<file path="src/rtl/vga_timing_gen.sv">
// rtl/vga_timing_gen.sv - VGA sync/timing generator with pixel-rate tick and visible-area coordinates
module vga_timing_gen #(
    parameter int CLK_DIV = 4,
    parameter int H_DISP  = 640,
    parameter int H_FP    = 16,
    parameter int H_SYNC  = 96,
    parameter int H_BP    = 48,
    parameter int V_DISP  = 480,
    parameter int V_FP    = 10,
    parameter int V_SYNC  = 2,
    parameter int V_BP    = 33
) (
    input  logic       clk,
    input  logic       rst,
    output logic       pix_tick,
    output logic [9:0] h_cnt,
    output logic [9:0] v_cnt,
    output logic       valid,
    output logic       hsync,
    output logic       vsync,
    output logic       frame_start
);

    localparam int H_TOTAL = H_DISP + H_FP + H_SYNC + H_BP;
    localparam int V_TOTAL = V_DISP + V_FP + V_SYNC + V_BP;
    localparam int DIV_W   = (CLK_DIV > 1) ? $clog2(CLK_DIV) : 1;

    localparam logic [DIV_W-1:0] DIV_MAX = DIV_W'(CLK_DIV - 1);
    localparam logic [9:0] H_LAST = 10'(H_TOTAL - 1);
    localparam logic [9:0] V_LAST = 10'(V_TOTAL - 1);
    localparam logic [9:0] H_VIS  = 10'(H_DISP);
    localparam logic [9:0] V_VIS  = 10'(V_DISP);
    localparam logic [9:0] HS_BEG = 10'(H_DISP + H_FP);
    localparam logic [9:0] HS_END = 10'(H_DISP + H_FP + H_SYNC - 1);
    localparam logic [9:0] VS_BEG = 10'(V_DISP + V_FP);
    localparam logic [9:0] VS_END = 10'(V_DISP + V_FP + V_SYNC - 1);

    logic [DIV_W-1:0] div_cnt_q, div_cnt_d;
    logic [9:0]       h_pos_q, h_pos_d;
    logic [9:0]       v_pos_q, v_pos_d;
    logic [9:0]       h_cnt_q, h_cnt_d;
    logic [9:0]       v_cnt_q, v_cnt_d;
    logic             valid_q, valid_d;
    logic             hsync_q, hsync_d;
    logic             vsync_q, vsync_d;
    logic             frame_start_q, frame_start_d;
    logic             tick;
    logic             visible;

    assign tick     = (div_cnt_q == DIV_MAX);
    // Gated so a single-clock divider still reports no tick while in reset.
    assign pix_tick = tick & ~rst;

    always_comb begin
        div_cnt_d = tick ? '0 : div_cnt_q + 1'b1;
        h_pos_d   = h_pos_q;
        v_pos_d   = v_pos_q;
        if (tick) begin
            if (h_pos_q == H_LAST) begin
                h_pos_d = '0;
                v_pos_d = (v_pos_q == V_LAST) ? 10'd0 : v_pos_q + 10'd1;
            end else begin
                h_pos_d = h_pos_q + 10'd1;
            end
        end
    end

    // Outputs decode the current position and land one clk later.
    always_comb begin
        visible       = (h_pos_q < H_VIS) && (v_pos_q < V_VIS);
        valid_d       = visible;
        h_cnt_d       = visible ? h_pos_q : 10'd0;
        v_cnt_d       = visible ? v_pos_q : 10'd0;
        hsync_d       = !((h_pos_q >= HS_BEG) && (h_pos_q <= HS_END));
        vsync_d       = !((v_pos_q >= VS_BEG) && (v_pos_q <= VS_END));
        frame_start_d = tick && (h_pos_q == 10'd0) && (v_pos_q == 10'd0);
    end

    always_ff @(posedge clk) begin
        if (rst) begin
            div_cnt_q     <= '0;
            h_pos_q       <= '0;
            v_pos_q       <= '0;
            h_cnt_q       <= '0;
            v_cnt_q       <= '0;
            valid_q       <= 1'b0;
            hsync_q       <= 1'b1;
            vsync_q       <= 1'b1;
            frame_start_q <= 1'b0;
        end else begin
            div_cnt_q     <= div_cnt_d;
            h_pos_q       <= h_pos_d;
            v_pos_q       <= v_pos_d;
            h_cnt_q       <= h_cnt_d;
            v_cnt_q       <= v_cnt_d;
            valid_q       <= valid_d;
            hsync_q       <= hsync_d;
            vsync_q       <= vsync_d;
            frame_start_q <= frame_start_d;
        end
    end

    assign h_cnt       = h_cnt_q;
    assign v_cnt       = v_cnt_q;
    assign valid       = valid_q;
    assign hsync       = hsync_q;
    assign vsync       = vsync_q;
    assign frame_start = frame_start_q;

endmodule

</file>
<file path="config.mk">
export PLATFORM = sky130hd
export DESIGN_NAME = vga_timing_gen
export DESIGN_NICKNAME = d
export VERILOG_FILES = /design/src/rtl/vga_timing_gen.sv
export SDC_FILE = /design/constraint.sdc
export NUM_CORES = 1
export LEC_CHECK = 0
export ABC_AREA = 0
export CAP_MARGIN = 25
export CELL_PAD_IN_SITES_DETAIL_PLACEMENT = 1
export CELL_PAD_IN_SITES_GLOBAL_PLACEMENT = 2
export CORE_MARGIN = 10
export CORE_UTILIZATION = 35
export DETAILED_ROUTE_END_ITERATION = 6
export HOLD_SLACK_MARGIN = 0.03
export PLACE_DENSITY = 0.85
export SLEW_MARGIN = 30
export SYNTH_ARGS = -nofsm -noshare
export SYNTH_HDL_FRONTEND = slang
export SYNTH_SLANG_ARGS = --single-unit
</file>
<file path="constraint.sdc">
create_clock -name clk -period 4.9 [get_ports clk]
set_input_delay 0.735 -clock clk [delete_from_list [all_inputs] [get_ports clk]]
set_output_delay 0.735 -clock clk [all_outputs]
set_load 0.01 [all_outputs]
</file>
==> out/qor.yml <==
fmax_mhz: 338.2
hold_buffers: 0
dieArea_sq_mm: 0.008528
cp_max_fo: 16
cts.sinks: 46
r2r_end: "v_pos_q[5]"
top_level_ports: 27
floorplan.initialDensity_pct: 35.86
fin_nets: 224
tns_ns: 0
leakagePower_nw: 0.7507
yosysUniqueCellTypes: 35
synthXorXnorAreaFrac_pct: 3.825
ant_nets: 0
grt_pass1_vias: 1412
n_antenna_cell: 0
cts_max_level: 2
hp-class: "reg -> reg"
rsz0062_at_grt: "false"
grt_pass1_wl_um: 7058
synth_top_family_by_area: "simple AND/OR/NAND/NOR gates"
dp_hpwl_um: 2799
wl_um: 4015
crit_slowest_cell: "clkdlybuf4s50_1"
synth_mux_area_share_pct: 0
ys_seq_elements: 46
finalPower_mw: 0.6799
crit_type: "in -> out"
via_per_inst: 4.913
fin_ws_ns: 1.943
routedWlPerCell_um: 13.94
post-cts-setup-buffers: 0
fin_crit_ns: 2.957
rr_worst_depth: 5
track_usage_pct: 10.32
period_share_pct: 60.35
antenna_found_initial: 0
outcome: "finished clean"
root_buffer: "clkbuf_8"
first_iter_violations: 69
synth.net_count: 204
synth_top_area_share_pct: 50.27
holdPathEnd: "div_cnt_q[0]"
holdCritStartpoint: "div_cnt_q[0]"
startpoint_type: "input port"
io_buffers: 26
cts_made_buffers: 5
cts_tree: "done"
path_clk_slew_ns: 0.08
drive_gt1_share_pct: 5.046
vias: 1415
final_core_util_pct: 43.78
clock_latency_ns: 0.30
peakVddDrop_mv: 0.1650
finalHoldViolCount: 0
end_kind: "output port"
report.final.setup_viol: 0
r2r_start: "div_cnt_q[0]"
drc: 0
rows: 26
fin_worst_skew_ns: 0.004003
maxSlewViolCount: 0
synth.avg_cell_area_sq_um: 9.298
pre_cts_ws_ns: 1.932
r2r_slack_ns: 2.33
relSlewSlack_pct: 55.86
synthCells: 197
synth_warnings: 0
syn_to_final_growth_pct: 22.06
die_w_um: 92.35
cpMostUsedCell: "clkdlybuf4s50_1"
layout_commonest_cell: "dfxtp_1"
cp.arrival_ns: 2.22
grt_max_degree: 19
core_sq_mm: 0.005107
synth_compound_area_share_pct: 8.607
crit_chain: "clkdlybuf4s50_1, nor2b_1, clkdlybuf4s50_1"
tightest_slew_ns: 0.6604
cts.repair.resized: 0
synth-adder-area-share_pct: 3.415
synthDominantAreaCellType: "dfxtp_1"
hold_depth: 1
syn-cell-area_sq_mm: 0.001832
final_cell_mix: "dfxtp_1, clkdlybuf4s50_1, and2_1, nor2_1"
max_stage_delay_ns: 0.70
worst_hold_slack_ns: 0.4354
yosys.area_share.simple_pct: 28.55
die_y_um: 92.35
place_congestion: 0.7730
seq_area_frac_synth_pct: 50.27
power.density_mw_per_mm2: 304.1
first_pass_iters: 4
cts_buffer_depth: 2
synth.area.top_cells: "dfxtp_1, and2_1, ha_1, a21oi_1, nand4_1"
worstPathRequired_ns: 4.16
grt-ovfl-total: 0
cap_violations: 0
[per-layer routing]
| metal | track usage (%) | up-vias | share of wire [%] |
|---|---|---|---|
| met5 | 0 | - | 0 |
| li1 | - | 718 | - |
| met1 | 13.31 | 661 | 48 |
| met2 | 14.53 | 28 | 42 |
| met3 | 3.471 | 8 | 6.6 |
| met4 | 6.170 | 0 | 2.6 |
[flip-flops by register name (all words and copies together) (netlist names)]
| register | flops |
|---|---|
| v_cnt | 10 |
| vsync | 1 |
| div_cnt_q | 2 |
| v_pos_q | 10 |
| valid | 1 |
| frame_start | 1 |
| hsync | 1 |
| h_cnt | 10 |
| h_pos_q | 10 |
[power by group]
group	leakage [nW]	switching, mW	total [mW]	internal [mW]
combinational	0.327	0.0121	0.0217	0.00958
clock	0.0514	0.126	0.278	0.152
sequential	0.372	0.00229	0.380	0.378
total	0.751	0.140	0.680	0.539
[Yosys cell counts]
cell type and instances:
ha_1 5, or4_1 2, nand3_1 5, o21ai_0 7, a31oi_1 2, conb_1 1, nor4_1 3, clkbuf_1 7
xnor2_1 5, and4_1 1, xor2_1 3, nand4bb_4 1, o31ai_1 1, dfxtp_1 46, nor3b_1 1, o21bai_1 1
buf_6 1, a311oi_1 1, o311ai_0 2, nand4_1 8, and2_1 22, nand2_1 12, a21oi_1 12, o41ai_1 1
or3_1 6, nor2b_1 1, nand3_2 1, inv_1 7, nand2b_1 3, nor2_1 13, clkbuf_2 1, nor3_1 6
or4b_1 1, buf_2 5, nor4b_1 3
[metrics by stage]
step / instance area (sq um) / cells
global placement: 2126 / 280
floorplan: 1832 / 197
global route: 2236 / 288
detailed placement: 2126 / 280
CTS: 2236 / 288
finish: 2236 / 288
[worst max path at each step]
stage                           from         end  cells after the start
final                            rst    pix_tick                      3
after global routing             rst    pix_tick                      3
after CTS                        rst    pix_tick                      3
after detailed placement         rst    pix_tick                      3
after global placement           rst    pix_tick                      3
after floorplan           h_pos_q[0]  v_pos_q[8]                      6
[layout make-up]
type	instances	area, sq um
Fill cell	612	2872
Sequential cell	46	920.9
Multi-Input combinational cell	130	823.3
Timing Repair Buffer	27	267.8
Tap cell	70	87.58
Clock buffer	6	72.57
Clock inverter	2	37.54
Inverter	7	26.28
[kinds of logic (layout without fill, tap and decap cells)]
| group | Yosys count | count (layout) |
|---|---|---|
| adders and majority gates | 5 | 5 |
| DFF | 46 | 46 |
| and+or+nand+nor | 89 | 89 |
| other | 1 | 1 |
| xor gates and xnor gates | 8 | 8 |
| buffers and inverters | 21 | 42 |
| AOI/OAI and AO/OA | 27 | 27 |
[worst max-delay path: cells and delay by family]
kind	cells	cell delay (ns)
buffers and inverters	2	1.26
AND/OR/NAND/NOR	1	0.22
Note: power is estimated with default switching activity, not from simulation.
